===== src/rtl/sel_rr_arb_32x3_if.sv =====
// rtl/sel_rr_arb_32x3_if.sv - three-source request bundle plus registered output channel
interface sel_rr_arb_32x3_if #(
  parameter int WIDTH = 32
);
  logic             src0_valid;
  logic [WIDTH-1:0] src0_data;
  logic             src0_ready;
  logic             src1_valid;
  logic [WIDTH-1:0] src1_data;
  logic             src1_ready;
  logic             src2_valid;
  logic [WIDTH-1:0] src2_data;
  logic             src2_ready;
  logic             out_valid;
  logic [WIDTH-1:0] out_data;
  logic [2:0]       out_sel;
  logic             out_ready;

  // Requesters and downstream sink side
  modport master (
    output src0_valid, src0_data, src1_valid, src1_data, src2_valid, src2_data, out_ready,
    input  src0_ready, src1_ready, src2_ready, out_valid, out_data, out_sel
  );

  // Arbiter side
  modport slave (
    input  src0_valid, src0_data, src1_valid, src1_data, src2_valid, src2_data, out_ready,
    output src0_ready, src1_ready, src2_ready, out_valid, out_data, out_sel
  );
endinterface


===== src/rtl/sel_rr_arb_32x3.sv =====
// rtl/sel_rr_arb_32x3.sv - 3-way round-robin/fixed-priority arbiter with burst lock and registered output
module sel_rr_arb_32x3 #(
  parameter int WIDTH = 32,
  parameter int RR_EN = 1,
  parameter int BURST = 1
) (
  input logic             clk,
  input logic             reset,
  sel_rr_arb_32x3_if.slave bus
);
  localparam logic [3:0] BURST_M1 = 4'(BURST - 1);

  logic [2:0]       valid;
  logic [WIDTH-1:0] data [3];

  logic [1:0]       ptr;
  logic [1:0]       last_w;
  logic             last_v;
  logic [3:0]       cnt;
  logic             out_valid_q;
  logic [WIDTH-1:0] out_data_q;
  logic [2:0]       out_sel_q;

  logic             can_acc;
  logic             lock;
  logic             has_win;
  logic [1:0]       win;
  logic [1:0]       c1;
  logic [1:0]       c2;
  logic [2:0]       ready;
  logic [WIDTH-1:0] win_data;

  assign valid   = {bus.src2_valid, bus.src1_valid, bus.src0_valid};
  assign data[0] = bus.src0_data;
  assign data[1] = bus.src1_data;
  assign data[2] = bus.src2_data;

  function automatic logic [1:0] nxt(input logic [1:0] p);
    return (p == 2'd2) ? 2'd0 : p + 2'd1;
  endfunction

  function automatic logic [2:0] onehot(input logic [1:0] p);
    case (p)
      2'd0:    return 3'b001;
      2'd1:    return 3'b010;
      default: return 3'b100;
    endcase
  endfunction

  function automatic logic valid_at(input logic [2:0] v, input logic [1:0] p);
    case (p)
      2'd0:    return v[0];
      2'd1:    return v[1];
      default: return v[2];
    endcase
  endfunction

  // Winner selection: burst lock first, otherwise first valid source scanning from ptr
  always_comb begin
    can_acc = !out_valid_q || bus.out_ready;
    lock    = (RR_EN != 0) && last_v && (cnt < BURST_M1) && valid_at(valid, last_w);
    c1      = nxt(ptr);
    c2      = nxt(c1);
    has_win = 1'b0;
    win     = ptr;
    if (lock) begin
      has_win = 1'b1;
      win     = last_w;
    end else if (valid_at(valid, ptr)) begin
      has_win = 1'b1;
      win     = ptr;
    end else if (valid_at(valid, c1)) begin
      has_win = 1'b1;
      win     = c1;
    end else if (valid_at(valid, c2)) begin
      has_win = 1'b1;
      win     = c2;
    end
    ready    = (can_acc && has_win && !reset) ? onehot(win) : 3'b000;
    win_data = data[0];
    case (win)
      2'd1:    win_data = data[1];
      2'd2:    win_data = data[2];
      default: win_data = data[0];
    endcase
  end

  assign bus.src0_ready = ready[0];
  assign bus.src1_ready = ready[1];
  assign bus.src2_ready = ready[2];
  assign bus.out_valid  = out_valid_q;
  assign bus.out_data   = out_data_q;
  assign bus.out_sel    = out_sel_q;

  // Output register and arbitration state; a stall leaves everything untouched
  always_ff @(posedge clk or posedge reset) begin
    if (reset) begin
      out_valid_q <= 1'b0;
      out_data_q  <= '0;
      out_sel_q   <= 3'b000;
      ptr         <= 2'd0;
      last_w      <= 2'd0;
      last_v      <= 1'b0;
      cnt         <= 4'd0;
    end else if (can_acc && has_win) begin
      out_valid_q <= 1'b1;
      out_data_q  <= win_data;
      out_sel_q   <= onehot(win);
      if (RR_EN != 0) ptr <= nxt(win);
      if (last_v && (win == last_w)) begin
        cnt <= (cnt < BURST_M1) ? cnt + 4'd1 : cnt;
      end else begin
        cnt <= 4'd0;
      end
      last_w <= win;
      last_v <= 1'b1;
    end else if (can_acc) begin
      out_valid_q <= 1'b0;
      last_v      <= 1'b0;
      cnt         <= 4'd0;
    end
  end
endmodule


===== src/flat_wrapper.sv =====
// flat-port wrapper written by rule: the top's interface ports become plain ports
module sel_rr_arb_32x3_flat 
#(
  parameter int WIDTH = 32,
  parameter int RR_EN = 1,
  parameter int BURST = 1
)
  (clk, reset, bus_src0_valid, bus_src0_data, bus_src1_valid, bus_src1_data, bus_src2_valid, bus_src2_data, bus_out_ready, bus_src0_ready, bus_src1_ready, bus_src2_ready, bus_out_valid, bus_out_data, bus_out_sel);
  sel_rr_arb_32x3_if #(.WIDTH(WIDTH)) bus_i ();
  input logic clk;
  input logic reset;
  input wire logic [$bits(bus_i.src0_valid)-1:0] bus_src0_valid;
  input wire logic [$bits(bus_i.src0_data)-1:0] bus_src0_data;
  input wire logic [$bits(bus_i.src1_valid)-1:0] bus_src1_valid;
  input wire logic [$bits(bus_i.src1_data)-1:0] bus_src1_data;
  input wire logic [$bits(bus_i.src2_valid)-1:0] bus_src2_valid;
  input wire logic [$bits(bus_i.src2_data)-1:0] bus_src2_data;
  input wire logic [$bits(bus_i.out_ready)-1:0] bus_out_ready;
  output wire logic [$bits(bus_i.src0_ready)-1:0] bus_src0_ready;
  output wire logic [$bits(bus_i.src1_ready)-1:0] bus_src1_ready;
  output wire logic [$bits(bus_i.src2_ready)-1:0] bus_src2_ready;
  output wire logic [$bits(bus_i.out_valid)-1:0] bus_out_valid;
  output wire logic [$bits(bus_i.out_data)-1:0] bus_out_data;
  output wire logic [$bits(bus_i.out_sel)-1:0] bus_out_sel;
  assign bus_i.src0_valid = bus_src0_valid;
  assign bus_i.src0_data = bus_src0_data;
  assign bus_i.src1_valid = bus_src1_valid;
  assign bus_i.src1_data = bus_src1_data;
  assign bus_i.src2_valid = bus_src2_valid;
  assign bus_i.src2_data = bus_src2_data;
  assign bus_i.out_ready = bus_out_ready;
  assign bus_src0_ready = bus_i.src0_ready;
  assign bus_src1_ready = bus_i.src1_ready;
  assign bus_src2_ready = bus_i.src2_ready;
  assign bus_out_valid = bus_i.out_valid;
  assign bus_out_data = bus_i.out_data;
  assign bus_out_sel = bus_i.out_sel;
  sel_rr_arb_32x3 #(.WIDTH(WIDTH), .RR_EN(RR_EN), .BURST(BURST)) u_core (.clk(clk), .reset(reset), .bus(bus_i));
endmodule

===== config.mk =====
export PLATFORM = sky130hd
export DESIGN_NAME = sel_rr_arb_32x3_flat
export DESIGN_NICKNAME = d
export VERILOG_FILES = /design/src/rtl/sel_rr_arb_32x3_if.sv /design/src/rtl/sel_rr_arb_32x3.sv /design/src/flat_wrapper.sv
export SDC_FILE = /design/constraint.sdc
export NUM_CORES = 1
export LEC_CHECK = 0
export CAP_MARGIN = 40
export CORE_MARGIN = 5
export CORE_UTILIZATION = 30
export CTS_BUF_LIST = sky130_fd_sc_hd__clkbuf_4 sky130_fd_sc_hd__clkbuf_8
export DETAILED_ROUTE_END_ITERATION = 10
export PLACE_DENSITY_LB_ADDON = 0.05
export SLEW_MARGIN = 20
export SYNTH_ARGS = -nofsm -noshare
export SYNTH_HDL_FRONTEND = slang
export SYNTH_SLANG_ARGS = --single-unit

===== constraint.sdc =====
create_clock -name clk -period 2.2 [get_ports clk]
set_input_delay 0.33 -clock clk [delete_from_list [all_inputs] [get_ports clk]]
set_output_delay 0.33 -clock clk [all_outputs]
set_load 0.05 [all_outputs]

# [Yosys cells after proc, flatten, opt, wreduce, memory -nomap -nowiden]
# Index checks and enable logic that the tools add are counted.
[totals] regBits=44 latch_bits=0 ramBits=0 mem_bits_ro=0 inputBits=102 output_inout_bits=39 mem_count=0
[op_classes] add_sub_neg=4 n_mul=0 n_div=0 n_lt_le_gt_ge=1 eq_ne=10 n_shift=0 mux=30 n_bitwise=0 reduce_logical=15
[op_table] operator="$pmux W32 S2" n=1
[op_table] operator="$mux W4" n=4
[op_table] operator="$mux W2" n=7
[op_table] operator="$mux W1" n=12
[op_table] operator="$eq A2 B1 Y1 const B" n=5
[op_table] operator="$logic_not A2 Y1" n=5
[op_table] operator="$pmux W1 S2" n=4
[op_table] operator="$add A2 B1 Y2 const B" n=3
[op_table] operator="$eq A2 B2 Y1 const B" n=3
[op_table] operator="$pmux W3 S2" n=1
[op_table] operator="$logic_and A1 B1 Y1" n=5
[op_table] operator="$add A4 B1 Y4 const B" n=1
[op_table] operator="$lt A4 B1 Y1 const B" n=1
[op_table] operator="$mux W3" n=1
[op_table] operator="$ne A3 B2 Y1 const B" n=1
[op_table] operator="$eq A2 B2 Y1" n=1
[op_table] operator="$logic_not A1 Y1" n=2
[op_table] operator="$reduce_and A2 Y1" n=1
[op_table] operator="$reduce_bool A2 Y1" n=1
[op_table] operator="$logic_or A1 B1 Y1" n=1

# [Logic depth before layout (Yosys ltp)]
[logic_depth] ltp_word=17 mapped_depth=9 depth_no_buf=7

# [Worst setup path after synthesis]
# OpenSTA, ideal clock, no wires.
[synth_path] path_kind="register to output" startpoint="register u_core.ptr[0]" endpoint="output port bus_src2_ready" arrival_ns=3.230 t_required_ns=1.870 slack_ns=-1.360 stages_incl_launch_ff=8 path_cell_list="dfrtp_1 > nor2b_1 > o22ai_1 > a22o_1 > ha_1 > clkbuf_1 > clkbuf_1 > nor4_1"
[synth_between] elab_chain_cells=16 elab_cells_between_ends=35 classes_between="add/sub: 2; eq/ne: 6; mux: 21; reduce/logical: 6"
[synth_lines] item="start: declaration" line="sel_rr_arb_32x3.sv:16" text="logic [1:0] ptr;"
[synth_lines] item="start signal: assignment" line="sel_rr_arb_32x3.sv:109" text="if (RR_EN != 0) ptr <= nxt(win);"
[synth_lines] item="$add A2 B1 Y2 / $eq A2 B2 Y1 (equally long branches)" line="sel_rr_arb_32x3.sv:39" text="return (p == 2'd2) ? 2'd0 : p + 2'd1;"
[synth_lines] item="$mux W2" line="sel_rr_arb_32x3.sv:39"
[synth_lines] item="$add A2 B1 Y2 / $eq A2 B2 Y1 (equally long branches)" line="sel_rr_arb_32x3.sv:39"
[synth_lines] item="$mux W2" line="sel_rr_arb_32x3.sv:39"
[synth_lines] item="$eq A2 B1 Y1 / $logic_not A2 Y1 (equally long branches)" line="sel_rr_arb_32x3.sv:51" text="case (p)"
[synth_lines] item="$pmux W1 S2" line="sel_rr_arb_32x3.sv:51"
[synth_lines] item="$mux W1" line="sel_rr_arb_32x3.sv:72" text="end else if (valid_at(valid, c1)) begin"
[synth_lines] item="$mux W1" line="sel_rr_arb_32x3.sv:69" text="end else if (valid_at(valid, ptr)) begin"
[synth_lines] item="$mux W1" line="sel_rr_arb_32x3.sv:66" text="if (lock) begin"
[synth_lines] item="$mux W2 / $mux W1 (equally long branches)" line="sel_rr_arb_32x3.sv:75" text="end else if (valid_at(valid, c2)) begin"
[synth_lines] item="$mux W2 / $mux W1 (equally long branches)" line="sel_rr_arb_32x3.sv:72"
[synth_lines] item="$mux W2 / $mux W1 (equally long branches)" line="sel_rr_arb_32x3.sv:69"
[synth_lines] item="$mux W2 / $mux W1 (equally long branches)" line="sel_rr_arb_32x3.sv:66"
[synth_lines] item="$eq A2 B1 Y1, or another cell as far along" line="sel_rr_arb_32x3.sv:43" text="case (p)"
[synth_lines] item="$pmux W3 S2 / $logic_and A1 B1 Y1 (equally long branches)" line="sel_rr_arb_32x3.sv:43, sel_rr_arb_32x3.sv:79"
[synth_lines] item="$mux W3 *" line="sel_rr_arb_32x3.sv:79" text="ready = (can_acc && has_win && !reset) ? onehot(win) : 3'b000;"
[synth_lines] item="end: declaration" line="flat_wrapper.sv:21" text="output wire logic [$bits(bus_i.src2_ready)-1:0] bus_src2_ready;"
# Mark *: on every way between the ends. The rest lies on a longest branch, timed or not. The select of a mux whose other input is x is not followed.

# [Worst setup path after layout]
# Ends and elaborated chain as after synthesis.

==> key figures <==
Die
  • Chip Height: 94.5 um
  • Std cell rows: 30
  • Die Wd: approximately 94 um
  • Core box area: ~7000 um^2
  • Initial Util: 0.311
  • Io pins: 141
  • Die area: approximately 8900 um^2

Clocking
  • Clk_lat worst skew: 280 ps
  • Worst-case clock buffer depth: 2
  • Clock Sinks: 36
  • CTS tree: built
  • Cts bufs inserted: 5
  • CTS root buf: clkbuf_8
  • Worst-path clk slew: roughly 70 ps
  • H-tree depth reported by CTS: 2

Place
  • Final RePlAce weighted congestion: 0.773
  • Cells after DPL: 443
  • Input/output buffers: between 100 and 150
  • Hpwl dp: 5250 um
  • Pre-CTS setup slack: -292 ps

Synth
  • Synthesis warning total: 0
  • Post-Syn Area per Cell: between 10 and 15 um^2
  • Synth area leader: dfrtp_1
  • Area of the mapped netlist: 2140 um^2
  • Synth Net Count: 315
  • Seq cells post-synth: 36
  • Synth unique cells: 25
  • Main area contributors after synthesis: dfrtp_1, a22oi_1, mux2_4
  • Synthesized instance count: about 210
  • Register area share after synthesis: 0.421
  • Post-synth top area share: 0.421

Layout
  • Commonest non-fill, non-tap cells in the layout: clkdlybuf4s50_1, dfrtp_1, nor2_1, a22oi_1, a21oi_1
  • Diode count: 0
  • Synthesis-to-finish area growth: 87.6%
  • Layout cell share with drive strength beyond 1: 0.228
  • Reg area: about 900 um^2
  • Fill cells: 635
  • Final Net Count: 462
  • Fin cells: 452
  • Area occupied by multi-input gates: between 1000 and 1500 um^2
  • Most common cell after layout, fill and taps aside: clkdlybuf4s50_1

Min path
  • HP Class: in -> reg
  • Hold path depth: 4
  • Worst hold start: bus_src0_valid
  • Worst hold endpoint: u_core.bus.out_valid

GRT
  • GRT overflow: 0
  • Initial antenna violation count: 0
  • GRT Overall Usage: 0.154
  • Global-route wire length before repair: 10800 um
  • Pin count of the biggest net entering global routing: 39
  • Vias in the first global route: 2206

Run
  • Max cap viols: 0

STA
  • Slew Viols, Final: 0
  • Tmin final: 2160 ps
  • RSZ-0062 raised after global routing: yes
  • Post-layout worst setup margin: 38.7 ps
  • Rel. slew slack: 0.635
  • Final hold vios: 0
  • Period utilisation layout: 0.982
  • Final setup fails: 0
  • Layout Skew: 5.56 ps
  • Top achievable clock speed: approximately 460 MHz
  • Least-Margin Pin Slew: roughly 550 ps

Critical path
  • CP Depth: 6
  • RR Endpoint: u_core.bus.out_data[6]
  • CP Buf/Inv Count: 1
  • Crit-path leading delay family: flip-flops
  • Setup CP Type: reg -> out
  • Worst reg2reg path depth: 9
  • Worst path slowest cell: dfrtp_2
  • CP Capture Type: output pin
  • R2R Path Start: u_core.ptr[0]
  • Crit start category: flop
  • Max stage delay on crit path: ~440 ps
  • CP max FO: 3
  • Arr. time, crit path: 1830 ps
  • R2R Setup Slk: 170 ps
  • CP required: roughly 1900 ps
  • Worst path cell trace: nor2b_4, o22ai_4, a22o_4, ha_4, nor4_4, buf_12

Route
  • Vias per cell: 4.73
  • Antenna-violating nets left: 0
  • Iter 0 DRT Violations: 60
  • DR pass1 iterations: 4
  • Avg WL per Cell: roughly 16 um
  • Via count: 2138
  • Drt drc: 0
  • Routed WL: 7010 um

Pwr
  • VDD IR max: 0.701 mV
  • PD cells: 1430 nW/um^2
  • Static leakage: around 1.6 nW

Status
  • Status: completed
==> per-stage QoR <==
step                hold slack (ps)  TNS, ps  area (um^2)   util  power [W]
finish                          451        0         4010  0.584    0.00576
floorplan                       439     -187         2200      -    0.00379
CTS                             508        0         3970  0.578    0.00576
global route                    488    -49.6         4010  0.584    0.00613
global placement                486    -7170         3840  0.559    0.00516
detailed placement              491    -9070         3840  0.559    0.00519
==> state kept, by name, indices dropped and copies added, names as in the netlist <==
name	flops
u_core.ptr	2
u_core.bus.out_valid	1
u_core.bus.out_data	32
u_core.bus.out_sel	1
==> where the power goes <==
group,switching [W],internal [W]
combinational,0.00230,0.00178
clock,0.000231,0.000279
sequential,0.000174,0.00100
==> cell usage after synthesis <==
cell type / instances
o21a_1: 1
nor4_1: 1
buf_1: 1
a21oi_1: 32
a22o_1: 1
o31ai_1: 1
buf_2: 2
inv_1: 1
mux2_2: 18
nand2b_1: 1
buf_6: 3
nor3_2: 1
nor2b_1: 2
ha_1: 4
nand2_1: 1
o22ai_1: 1
dfrtp_1: 36
nor3b_1: 2
a22oi_1: 33
or2_1: 1
clkbuf_1: 12
o21ai_0: 4
nor2_1: 33
mux2_4: 16
or2b_1: 1
==> final cells by class <==
type | count | share of cell area
clock buffer | 7 | 0.0240
multi-input combinational | 154 | 0.314
tap | 96 | 0.0299
inverter | 1 | 0.000935
timing repair buffer | 158 | 0.406
sequential | 36 | 0.225
==> timing repair <==
| item | in CTS | in global routing |
|---|---|---|
| resized for setup | 10 | 11 |
| hold buffers | 0 | 0 |
| setup endpoints to repair | 3 | 3 |
| setup buffers | 1 | 1 |
| pin swaps | 4 | 4 |
| hold endpoints to repair | 0 | 0 |
==> logic make-up (layout without fill, tap and decap cells) <==
kind of cell,Yosys count,in the layout,synth area share
AOI/OAI and AO/OA,73,73,0.214
adders and majority gates,4,4,0.0234
buffers and inverters,19,166,0.0450
DFF,36,36,0.421
muxes,34,34,0.207
and+or+nand+nor,43,43,0.0895
==> tightest hold or removal path, delay by kind of cell <==
family	cells	cell delay, ps
buffers and inverters	2	270
and+or+nand+nor	2	100
==> how the worst max path moves through the flow <==
stage          slack [ps]           start                      end
2_1_floorplan        -190   u_core.ptr[0]           bus_src2_ready
3_3_place_gp         -240  bus_src0_valid   u_core.bus.out_data[6]
3_5_place_dp         -290  bus_src0_valid  u_core.bus.out_data[31]
4_1_cts                10   u_core.ptr[1]           bus_src2_ready
5_1_grt               -30   u_core.ptr[0]           bus_src2_ready
6_report               40   u_core.ptr[0]           bus_src2_ready
==> routing by layer <==
metal / vias up / wire length (um) / track usage
li1: 1060 / - / -
met3: 8 / 677 / 0.0590
met4: 0 / 74 / 0.0325
met1: 988 / 2860 / 0.184
met2: 82 / 3390 / 0.263
met5: - / 0 / 0
Note: power is estimated with default switching activity, not from simulation.
==> RTL change: new RTL, config.mk and constraints unchanged <==
Make the reset (`reset`) synchronous in one clocked block.
--- a/src/rtl/sel_rr_arb_32x3.sv
+++ b/src/rtl/sel_rr_arb_32x3.sv
@@ -94,5 +94,5 @@
 
   // Output register and arbitration state; a stall leaves everything untouched
-  always_ff @(posedge clk or posedge reset) begin
+  always_ff @(posedge clk) begin
     if (reset) begin
       out_valid_q <= 1'b0;
Behaviour: differs if reset is asserted again (counterexample within 4 cycles, from zero or initial values and one cycle with reset high); with reset held inactive, the same outputs for 10 cycles.
==> RTL change against the original RTL <==
- critical path depth unchanged
- setup slack improved by 0.045 ns
- area after synthesis decreased by 12%
- design area decreased by 10%
- highest routed layer unchanged
- sequential cell count unchanged
- wire length decreased by 4.7%
Power is not compared: it rests on default switching activity, and its combinational part moved more than twofold at a synthesized area within 25%.
==> RTL change: results (changes against the original RTL) <==
critical path launch point=bus_src1_valid (was u_core.ptr[0]); # fillers=527 (was 635); Post-Route WL=6680 µm (was 7010 µm); Tot GR Track Use=0.167 (was 0.154); routability cong.=0.780 (was 0.773); dpl ws=-0.249 ns (was -0.292 ns); cell at the slowest stage of the critical path=clkdlybuf4s50_1 (was dfrtp_2); post-synthesis adder-cell area fraction=0.0267 (was 0.0234); Slew @ Worst Pin=0.530 ns (was 0.545 ns); status=finished, final reports clean (unchanged); Worst EP arrival=1.79 ns (was 1.83 ns); routed vias/inst=5.01 (was 4.73); post-synthesis compound-gate area fraction=0.414 (was 0.214); Clock Skews=0.00615 ns (was 0.00556 ns); vias in the first global route=2303 (was 2206); global-route wire length before repair=10400 µm (was 10800 µm); Hold Path Class=reg -> reg (was in -> reg); hold path start=u_core.bus.out_data[2] (was bus_src0_valid); layout cells sized above 1=0.110 (was 0.228); largest net degree at the start of global routing=33 (was 39); Post-Place Cells=431 (was 443); FFs w/ async S/R, synth=0 (was 1.00); critical path's top delay family=buffers and inverters (was flip-flops); initial DRC count=78 (was 60); DPL Wire Length=5100 µm (was 5250 µm); Syn Area/Cell=8.59 µm² (was 10.2 µm²); mux cell area share after synthesis=0 (was 0.207); Syn Nets=324 (was 315); Hold WS=0.476 ns (was 0.451 ns); vias=2199 (was 2138); R2R Path Start=u_core.ptr[0] (unchanged); crit-path max FO=4 (was 3); dpl cell area=3500 µm² (was 3840 µm²); Synth top cells by count=a21oi_1, dfxtp_1, a22o_1, a22oi_1, nor2_1 (was dfrtp_1, a22oi_1, nor2_1)
[RTL change: what timing repair did]
action                                  4_1_cts  5_1_grt
endpoints found under the setup margin        3        1
setup buffers                                 0        0
resized for setup                             5        1
gates cloned                                  0        0
[RTL change: metal layers]
metal	up-vias	part of all wire	track usage
met5	-	0	0
met4	0	0.0090	0.0474
met3	7	0.11	0.0608
met2	83	0.48	0.297
met1	993	0.40	0.186
li1	1116	-	-
[RTL change: worst max path at each step]
stage          slack (ns)                       to
4_1_cts              0.03           bus_src0_ready
2_1_floorplan       0.002           bus_src2_ready
3_5_place_dp        -0.25  u_core.bus.out_data[27]
5_1_grt              0.02           bus_src0_ready
6_report             0.08           bus_src2_ready
3_3_place_gp        -0.22  u_core.bus.out_data[16]
[RTL change: final cells by class]
cell class	count	area, µm²	area share
clock buffers	8	97.6	0.0270
well taps	75	93.8	0.0260
repair buffers	158	1620	0.448
multi-input cells	160	1070	0.297
inverters	2	7.51	0.00208
flip-flops and latches	36	723	0.200
